## config.mk

```make
export PLATFORM = sky130hd
export DESIGN_NAME = voice_scheduler
export DESIGN_NICKNAME = d
export VERILOG_FILES = /design/src/rtl/voice_scheduler.sv
export SDC_FILE = /design/constraint.sdc
export NUM_CORES = 1
export LEC_CHECK = 0
export CORE_ASPECT_RATIO = 1.4
export CORE_MARGIN = 2
export CORE_UTILIZATION = 55
export DETAILED_ROUTE_END_ITERATION = 8
export PLACE_DENSITY = 0.82
export SYNTH_ARGS = -nofsm -noshare
export SYNTH_HDL_FRONTEND = slang
export SYNTH_SLANG_ARGS = --single-unit
```

## constraint.sdc

```tcl
create_clock -name i_Clock -period 4.15 [get_ports i_Clock]
set_input_delay 0.6225 -clock i_Clock [delete_from_list [all_inputs] [get_ports i_Clock]]
set_output_delay 0.6225 -clock i_Clock [all_outputs]
set_load 0.01 [all_outputs]
```

## src/rtl/voice_scheduler.sv

```systemverilog
// -----------------------------------------------------------------------------
// voice_scheduler
//   Shares one voice datapath among NUM_VOICES voice slots. Each i_SampleStrobe
//   starts a sample period. During the period every slot index is visited once,
//   in ascending order, and each keyed-on slot is issued to the datapath. The
//   signed 24-bit results are summed, and one mixed sample is presented.
//
//   State sequence: IDLE -> ISSUE -> DRAIN -> OUTPUT -> IDLE.
//   A period has a fixed length whatever the key-on mask is. o_MixValid is
//   high exactly NUM_VOICES+PIPE_LATENCY+2 cycles after the strobe cycle.
//
// Ports
//   i_Clock        clock, all logic on the rising edge
//   i_Reset        synchronous, active-high reset
//   i_SampleStrobe one-cycle pulse that starts a sample period
//   i_KeyOnMask    per-slot key-on bits, captured when the strobe is taken
//   o_VoiceValid   issue o_VoiceIndex to the datapath this cycle
//   o_VoiceIndex   slot being issued; holds the last issued slot otherwise
//   i_VoiceValid   datapath result valid
//   i_VoiceSample  datapath result, signed 24-bit
//   o_MixValid     one-cycle pulse when o_MixSample is updated
//   o_MixSample    mixed sample, held until the next o_MixValid
//   o_Busy         a sample period is in progress
//   o_Overrun      sticky flag: a strobe arrived while busy
//   i_ClearStatus  clears o_Overrun; a new overrun in the same cycle wins
//
// Configuration macro
//   VOICE_SCHEDULER_SATURATE_EN : when defined, the accumulator is clamped to
//   the 24-bit signed range when it is reduced to o_MixSample. When undefined,
//   the low 24 bits are kept and the value wraps in two's complement.
// -----------------------------------------------------------------------------
module voice_scheduler #(
   parameter  int NUM_VOICES   = 8,
   parameter  int PIPE_LATENCY = 3,
   parameter  int ACC_WIDTH    = 24 + $clog2(NUM_VOICES) + 1,
   localparam int IDX_W        = (NUM_VOICES > 1) ? $clog2(NUM_VOICES) : 1
) (
   input  logic                  i_Clock,
   input  logic                  i_Reset,
   input  logic                  i_SampleStrobe,
   input  logic [NUM_VOICES-1:0] i_KeyOnMask,
   output logic                  o_VoiceValid,
   output logic [IDX_W-1:0]      o_VoiceIndex,
   input  logic                  i_VoiceValid,
   input  logic signed [23:0]    i_VoiceSample,
   output logic                  o_MixValid,
   output logic [23:0]           o_MixSample,
   output logic                  o_Busy,
   output logic                  o_Overrun,
   input  logic                  i_ClearStatus
);

   localparam int OUT_W = $clog2(NUM_VOICES + 1);
   localparam int DRN_W = $clog2(PIPE_LATENCY + 1);

   localparam logic [1:0] ST_IDLE   = 2'd0;
   localparam logic [1:0] ST_ISSUE  = 2'd1;
   localparam logic [1:0] ST_DRAIN  = 2'd2;
   localparam logic [1:0] ST_OUTPUT = 2'd3;

   logic [1:0]                  state_q,    state_d;
   logic [NUM_VOICES-1:0]       snap_q,     snap_d;
   logic [IDX_W-1:0]            idx_q,      idx_d;
   logic [IDX_W-1:0]            last_idx_q, last_idx_d;
   logic [DRN_W-1:0]            drain_q,    drain_d;
   logic [OUT_W-1:0]            outst_q,    outst_d;
   logic signed [ACC_WIDTH-1:0] acc_q,      acc_d;
   logic [23:0]                 mix_q,      mix_d;
   logic                        overrun_q,  overrun_d;

   logic                        issue;
   logic                        ret;
   logic signed [ACC_WIDTH-1:0] sample_ext;
   logic [23:0]                 mix_reduced;

   assign sample_ext = {{(ACC_WIDTH-24){i_VoiceSample[23]}}, i_VoiceSample};

   // Masked slots still take their cycle in ISSUE. This keeps the issue
   // window the same length for every mask.
   assign issue = (state_q == ST_ISSUE) && snap_q[idx_q];
   // A result that arrives in IDLE belongs to an aborted period, so drop it.
   assign ret   = i_VoiceValid && (state_q != ST_IDLE);

`ifdef VOICE_SCHEDULER_SATURATE_EN
   localparam logic signed [ACC_WIDTH-1:0] SAT_MAX = ACC_WIDTH'(8388607);
   localparam logic signed [ACC_WIDTH-1:0] SAT_MIN = ACC_WIDTH'(-8388608);

   always_comb begin
      if (acc_q > SAT_MAX)      mix_reduced = 24'h7F_FFFF;
      else if (acc_q < SAT_MIN) mix_reduced = 24'h80_0000;
      else                      mix_reduced = acc_q[23:0];
   end
`else
   assign mix_reduced = acc_q[23:0];
`endif

   always_comb begin
      // NOTE: every *_d gets its held value first, so paths that do not
      // assign it cannot infer a latch.
      state_d    = state_q;
      snap_d     = snap_q;
      idx_d      = idx_q;
      last_idx_d = issue ? idx_q : last_idx_q;
      drain_d    = drain_q;
      outst_d    = outst_q;
      acc_d      = acc_q;
      mix_d      = mix_q;
      overrun_d  = overrun_q;

      if (ret) acc_d = acc_q + sample_ext;

      // An issue and a return in the same cycle leave the count unchanged.
      case ({issue, ret})
         2'b10:   outst_d = outst_q + OUT_W'(1);
         2'b01:   outst_d = outst_q - OUT_W'(1);
         default: outst_d = outst_q;
      endcase

      case (state_q)
         ST_IDLE: begin
            if (i_SampleStrobe) begin
               state_d = ST_ISSUE;
               snap_d  = i_KeyOnMask;
               idx_d   = '0;
               acc_d   = '0;
               outst_d = '0;
            end
         end
         ST_ISSUE: begin
            if (idx_q == IDX_W'(NUM_VOICES - 1)) begin
               state_d = ST_DRAIN;
               drain_d = '0;
            end else begin
               idx_d = idx_q + IDX_W'(1);
            end
         end
         ST_DRAIN: begin
            // Wait the full pipeline latency even if nothing is outstanding.
            // This keeps o_MixValid timing independent of the mask.
            if ((drain_q == DRN_W'(PIPE_LATENCY)) && (outst_q == '0)) begin
               state_d = ST_OUTPUT;
               mix_d   = mix_reduced;
            end else if (drain_q != DRN_W'(PIPE_LATENCY)) begin
               drain_d = drain_q + DRN_W'(1);
            end
         end
         ST_OUTPUT: state_d = ST_IDLE;
         default:   state_d = ST_IDLE;
      endcase

      // A strobe in any busy state is dropped. Setting the flag wins over
      // a clear in the same cycle.
      if (i_SampleStrobe && (state_q != ST_IDLE)) overrun_d = 1'b1;
      else if (i_ClearStatus)                     overrun_d = 1'b0;
   end

   // NOTE: every register is reset, including the accumulator and the held
   // mix. This lets a reset in mid-period leave all outputs at zero.
   always_ff @(posedge i_Clock) begin
      if (i_Reset) begin
         // NOTE: sequential state uses non-blocking assignments only.
         state_q    <= ST_IDLE;
         snap_q     <= '0;
         idx_q      <= '0;
         last_idx_q <= '0;
         drain_q    <= '0;
         outst_q    <= '0;
         acc_q      <= '0;
         mix_q      <= '0;
         overrun_q  <= 1'b0;
      end else begin
         state_q    <= state_d;
         snap_q     <= snap_d;
         idx_q      <= idx_d;
         last_idx_q <= last_idx_d;
         drain_q    <= drain_d;
         outst_q    <= outst_d;
         acc_q      <= acc_d;
         mix_q      <= mix_d;
         overrun_q  <= overrun_d;
      end
   end

   assign o_VoiceValid = issue;
   assign o_VoiceIndex = issue ? idx_q : last_idx_q;
   assign o_MixValid   = (state_q == ST_OUTPUT);
   assign o_MixSample  = mix_q;
   assign o_Busy       = (state_q != ST_IDLE);
   assign o_Overrun    = overrun_q;

endmodule

```

==> metrics.cfg, run 1 <==
[floorplanning]
dieArea_sq_mm = 0.00837
die_w_microns = 77.9
ios = 68
chipHeight_microns = 107
core_sq_mm = 0.00736
start_util_pct = 57.1
core.rowCount = 37

[global_route]
track_usage_pct = 25.9
gr-total-overflow = 0
antenna_found_initial = 0
grt_pass1_vias = 3933
grt_pass1_wl_microns = 17600
grt_max_degree = 37

[final_layout]
fillers = 617
layout-area-overhead-vs-synth_pct = 20.7
regArea_sq_mm = 0.00142
fin_util_pct = 69.0
layout_common_cells = 88 x nand2_1, 73 x a21oi_1, 71 x dfxtp_1
antenna_cells = 0
fin_nets = 661
drive_above_1_share_pct = 5.56
multiInputGateArea_sq_mm = 0.00256
mostFrequentLayoutCell = nand2_1

[power]
power_leakage_nw = 2.06
powerDensity_mw_per_mm2 = 429
ir_drop_v = 0.000252

[worst_setup_path]
critical_path_class = flop to output port
critPathLaunchType = flop
crit_family = flip-flops
timing.critical_path.slowest_stage_cell = dfxtp_1
critPathBufInv = 1
cp.required_ns = 3.53
path_cells = mux2i_1 -> o21ai_0 -> o221ai_1 -> nor2_1 -> mux2_2 -> clkdlybuf4s50_1
cp_max_fo = 8
rrSetupSlack_ns = 1.24
arrival_ns = 2.55
endpoint_kind = output port
slowest_delay_ns = 0.54

[timing]
skew_ns = 0.00525
rsz0062_at_grt = false
fin_crit_sh_pct = 76.3
finalHoldViolations = 0
setup_violations = 0
slew-limit-headroom_pct = 41.0
finalMaxSlewViolations = 0
max_slew.worst_pin.slew_ns = 0.883
fmax_mhz = 316
min_period_ns = 3.17
fin_setup_tns_ns = 0

[cts]
cts-root-buf = clkbuf_8
cts_resized = 0
cts_tree = built
clock_sinks = 71
clock_latency_ns = 0.35
post_cts_buffers = 0
cts_buffers = 9
clockBufferDepth = 2
ctsHtreeMaxLevel = 3
clkTransAtPathRegs_ns = 0.08
hold_buffers = 0

[logic_synthesis]
ys_ff_latch = 71
synth_fp_nets = 605
avgSynthCellArea_sq_um = 7.87
synth-main-ff-cell = dfxtp_1
ys_types = 58
ys_warn_count = 0
async_flop_share_pct = 0
synth_edf_count = 0
yosysSeqAreaShare_pct = 33.8
syn_inst = 534
netlist_area_sq_mm = 0.00420

[route]
drc = 0
drtIter0Drc = 200
routed_wl_microns = 10600
wl_met1_microns = 4270
drtPass1Iterations = 4
via_per_inst = 5.90
dr_wl_met3_microns = 503
num_vias = 4078
final_antenna_net_count = 0
wl_met2_microns = 5530
top_layer_used = met4
wl_per_cell_microns = 15.3

[place]
gp_congestion = 0.879
dp_hpwl_microns = 7720
portBuffers = 67

[status]
status = completed

[run]
drv_cap = 0

[hold_path]
hold_path.class = flop to flop

[cell usage after synthesis (2+ instances only)]
cell	count	area share [%]
a21oi_1	73	8.7
xor2_1	6	1.2
o31ai_1	3	0.54
a2111o_1	2	0.54
nor3b_1	2	0.36
nand4_1	5	0.74
ha_1	33	9.8
nand3b_1	3	0.54
a211oi_1	5	0.89
dfxtp_1	71	34
clkbuf_1	19	1.7
a22oi_1	2	0.36
nor2_1	25	2.2
a32oi_1	2	0.42
o21a_1	8	1.4
buf_2	2	0.24
mux2_2	4	1.1
nand3_1	36	4.3
o2111ai_1	2	0.42
and3_1	5	0.74
nor3_1	15	1.8
o211a_1	2	0.48
o21ai_0	20	2.4
mux2i_1	4	0.95
nand2_1	88	7.9
and2_1	2	0.30
o21bai_1	5	0.89
nand2b_1	2	0.30
nor2b_1	6	0.89
a21o_1	15	2.7
nor4_1	3	0.45
clkbuf_8	5	1.6
o21ai_1	3	0.36
a21boi_0	2	0.36
a31oi_1	3	0.45
or3_1	4	0.60
xnor2_1	2	0.42
o211ai_1	6	1.1
inv_1	17	1.5
or2_2	4	0.60
[where the power goes]
part	switching, mW	total [mW]	leakage [nW]	internal (mW)
clock network	0.266	0.557	0.0944	0.290
logic	0.492	0.802	1.40	0.310
registers	0.0652	0.817	0.575	0.751
[logic make-up (layout without fill, tap and decap cells)]
logic type / Yosys count / in the layout / share of synthesized area (%)
AND/OR/NAND/NOR: 205 / 205 / 22.7
AO/OA/AOI/OAI: 163 / 163 / 24.1
flip-flops: 71 / 71 / 33.8
buffers and inverters: 45 / 105 / 5.36
adder cells (fa/ha/maj): 34 / 34 / 10.3
XOR/XNOR: 8 / 8 / 1.67
multiplexers: 8 / 8 / 2.02
[state kept, by name, indices dropped and copies added, names as in the netlist]
| register | flops |
|---|---|
| acc_q | 24 |
| o_MixSample | 24 |
| snap_q | 8 |
| outst_q | 4 |
| idx_q | 3 |
| last_idx_q | 3 |
| drain_q | 2 |
| state_q | 2 |
| o_Overrun | 1 |
[path summary, 6_finish.rpt]
kind	start	endpoint	cells after the start
setup / recovery	idx_q[0]	o_VoiceIndex[1]	6
hold / removal	o_MixSample[0]	o_MixSample[0]	2
setup reg to reg	idx_q[0]	outst_q[2]	12
hold reg to reg	o_MixSample[0]	o_MixSample[0]	2
[routing by layer]
metal / track usage [%] / vias to the layer above
met4: 12.3 / 0
met2: 46.6 / 119
met3: 3.78 / 21
met5: 0 / -
li1: - / 2024
met1: 29.8 / 1914
[per-stage QoR]
stage	setup WS [ns]	hold slack [ns]	std cells	area, sq um	power (mW)
6_report	0.982	0.457	691	5080	2.18
5_1_grt	0.799	0.479	691	5080	2.32
4_1_cts	0.982	0.457	691	5080	2.17
3_5_place_dp	0.819	0.447	676	4880	1.61
3_3_place_gp	0.935	0.442	676	4880	1.58
2_1_floorplan	1.49	0.433	534	4200	1.42
[final cells by class]
cell class | count | share of cell area, %
Clock buffer | 10 | 2.71
Clock inverter | 5 | 1.16
Inverter | 17 | 1.26
Multi-Input combinational cell | 418 | 50.4
Sequential cell | 71 | 28.0
Tap cell | 97 | 2.39
Timing Repair Buffer | 73 | 14.1
[tightest hold or removal path: stages, from the launching register on]
cell and delay (ns):
dfxtp_1 0.31, nand2_1 0.05, a21oi_1 0.05
(Power assumes the default switching activity.)
==> inputs of run 2 (changes only) <==
--- a/config.mk
+++ b/config.mk
@@ -7,9 +7,9 @@
 export LEC_CHECK = 0
 export CORE_ASPECT_RATIO = 1.4
 export CORE_MARGIN = 2
-export CORE_UTILIZATION = 55
+export CORE_UTILIZATION = 49
 export DETAILED_ROUTE_END_ITERATION = 8
-export PLACE_DENSITY = 0.82
+export PLACE_DENSITY = 0.77
 export SYNTH_ARGS = -nofsm -noshare
 export SYNTH_HDL_FRONTEND = slang
 export SYNTH_SLANG_ARGS = --single-unit
==> constraint.sdc (replaced) <==
create_clock -name i_Clock -period 2.9 [get_ports i_Clock]
set_input_delay 0.435 -clock i_Clock [delete_from_list [all_inputs] [get_ports i_Clock]]
set_output_delay 0.435 -clock i_Clock [all_outputs]
set_load 0.01 [all_outputs]
==> run 2 against run 1 <==
Against the previous run: count of clock-buffer cells in the layout grew 1; wire length grew 3.9%; non-clock buffer count grew 17; hold slack lost 0.0041 ns; cell count grew 3.8%; power grew 68%; setup slack lost 0.88 ns; critical endpoint is now o_VoiceIndex[0]; first-iteration DRC count grew 9.0%; global-route usage shrank 1.1 points; largest cell class unchanged; highest routed layer unchanged; core utilization shrank 5.5 points; die area grew 12%; register-to-register slack lost 0.93 ns.
==> metrics.cfg, run 2 (synthesized netlist as in run 1, its figures left out) <==
[status]
status = completed  ; unchanged

[worst_setup_path]
endpoint_kind = output port  ; unchanged
arrival_ns = 2.36  ; was 2.55 ns
cp_max_fo = 8  ; unchanged
critical_path_class = flop to output port  ; unchanged
cp.required_ns = 2.47  ; was 3.53 ns
critPathLaunchType = flop  ; unchanged

[global_route]
grt_pass1_wl_microns = 18200  ; was 17600 microns
track_usage_pct = 24.8  ; was 25.9%
use_met2_pct = 44.7  ; was 46.6%
grt-busiest-layer = met2  ; unchanged
antenna_found_initial = 0  ; unchanged
grt_pass1_vias = 4006  ; was 3933
grt_max_degree = 42  ; was 37
globalRouteMet1Util_pct = 28.2  ; was 29.8%
gr-total-overflow = 0  ; unchanged
use_met3_pct = 3.24  ; was 3.78%

[power]
p_seq_share_pct = 32.0  ; was 37.5%
switching_share_pct = 33.7  ; was 37.9%
internal-power_mw = 2.43  ; was 1.35 mW
power_switching_mw = 1.23  ; was 0.824 mW
power.share.clock_pct = 35.1  ; was 25.6%
comb_power_share_pct = 32.9  ; was 36.9%
power_leakage_nw = 2.22  ; was 2.06 nW
ir_drop_v = 0.000575  ; was 0.000252 V
powerDensity_mw_per_mm2 = 683  ; was 429 mW/mm^2

[route]
num_vias = 4157  ; was 4078
wl_per_cell_microns = 15.4  ; was 15.3 microns
via_per_inst = 5.80  ; was 5.90
routed_wl_microns = 11000  ; was 10600 microns
drtPass1Iterations = 4  ; unchanged
drtIter0Drc = 218  ; was 200
final_antenna_net_count = 0  ; unchanged
drc = 0  ; unchanged

[floorplanning]
start_util_pct = 49.7  ; was 57.1%
core_sq_mm = 0.00846  ; was 0.00736 sq mm
chipHeight_microns = 114  ; was 107 microns
dieArea_sq_mm = 0.00935  ; was 0.00837 sq mm
die_w_microns = 82.3  ; was 77.9 microns
ios = 68  ; unchanged
core.rowCount = 40  ; was 37

[timing]
fmax_mhz = 358
fin_setup_tns_ns = 0  ; unchanged
fin_crit_sh_pct = 96.4
setup_ws_ns = 0.105  ; was 0.982 ns
finalMaxSlewViolations = 0  ; unchanged
min_period_ns = 2.79
finalHoldViolations = 0  ; unchanged
skew_ns = 0.00549  ; was 0.00525 ns
slew-limit-headroom_pct = 66.9  ; was 41.0%
setup_violations = 0  ; unchanged
max_slew.worst_pin.slew_ns = 0.496  ; was 0.883 ns
rsz0062_at_grt = false  ; unchanged

[final_layout]
mostFrequentLayoutCell = nand2_1  ; unchanged
fin_nets = 678  ; was 661
layout-area-overhead-vs-synth_pct = 27.6  ; was 20.7%
drive_above_1_share_pct = 8.33  ; was 5.56%
layout_common_cells = 88 x nand2_1, 73 x a21oi_1, 70 x dfxtp_1  ; was 88 x nand2_1, 73 x a21oi_1, 71 x dfxtp_1
antenna_cells = 0  ; unchanged
fillers = 757  ; was 617

[hold_path]
hold_path.class = flop to flop  ; unchanged

[place]
gp_congestion = 0.927  ; was 0.879
portBuffers = 67  ; unchanged
dp_hpwl_microns = 7870  ; was 7720 microns
place_ws_ns = -0.121  ; was 0.819 ns

[cts]
clkTransAtPathRegs_ns = 0.06  ; was 0.08 ns
cts_tree = built  ; unchanged
cts_buffers = 9  ; unchanged
clock_latency_ns = 0.33  ; was 0.35 ns
clockBufferDepth = 2  ; unchanged
clock_sinks = 71  ; unchanged
cts-root-buf = clkbuf_16  ; was clkbuf_8
ctsHtreeMaxLevel = 3  ; unchanged

[run]
drv_cap = 0  ; unchanged

## run 2: cell count changes in the layout (fill, tap and decap cells not counted)
cell        before  now
buf_4            6   23
bufinv_16        1    3
clkbuf_1         0    1
clkbuf_16        0    9
clkbuf_8        10    1
clkinv_4         1    0
clkinvlp_4       2    0
dfxtp_1         71   70
dfxtp_2          0    1
inv_6            0    1
o21ai_0         20   19
o21ai_1          3    4
## run 2: cell type report
cell class	instances	area [sq um]	share of cell area, %
clock buffers	11	243	4.52
inverters	17	63.8	1.19
clock inverters	5	104	1.94
multi-input cells	418	2560	47.7
repair buffers	90	843	15.7
flip-flops and latches	71	1420	26.5
well taps	105	131	2.45
## run 2: final timing paths
path	start	end	slack (ns)	cells after the start
worst min-delay path	o_MixSample[2]	o_MixSample[2]	0.45	2
worst min register to register	o_MixSample[2]	o_MixSample[2]	0.45	2
worst max-delay path	idx_q[0]	o_VoiceIndex[0]	0.11	7
worst max register to register	idx_q[0]	outst_q[2]	0.31	12
## run 2: power groups by stage
stage | sequential [mW] | combinational [mW] | clock (mW)
2_1_floorplan | 1.16 | 0.870 | 0
3_3_place_gp | 1.18 | 1.13 | 0
3_5_place_dp | 1.19 | 1.17 | 0
4_1_cts | 1.17 | 1.20 | 1.30
5_1_grt | 1.19 | 1.34 | 1.34
6_report | 1.17 | 1.20 | 1.29
## run 2: routing by layer
layer / part of all wire, % / up-vias / wire length [microns]
met3: 3.9 / 22 / 433
met1: 41 / 1957 / 4530
met5: 0 / - / 0
li1: - / 2065 / -
met2: 53 / 113 / 5810
met4: 2.2 / 0 / 237
## run 2: metrics by stage
stage / util [%] / hold WS (ns) / cells / cell area [sq um] / power, mW
6_report: 63.4 / 0.453 / 717 / 5370 / 3.67
5_1_grt: 63.4 / 0.472 / 717 / 5370 / 3.87
4_1_cts: 63.4 / 0.457 / 717 / 5370 / 3.67
3_5_place_dp: 59.3 / 0.449 / 701 / 5020 / 2.36
3_3_place_gp: 59.3 / 0.441 / 701 / 5020 / 2.31
2_1_floorplan: - / 0.433 / 534 / 4200 / 2.03
## run 2: critical path: stages (launching register included)
cell	delay, ns
dfxtp_2	0.44
mux2i_1	0.13
o21ai_1	0.21
o221ai_1	0.13
nor2_1	0.16
buf_4	0.15
mux2_2	0.33
clkdlybuf4s50_1	0.49
## run 2: what timing repair did
item | CTS | global route
endpoints found under the setup margin | 2 | 2
gates resized for setup | 1 | 1
pin swaps | 0 | 0
buffers inserted | 0 | 0
hold buffers | 0 | 0
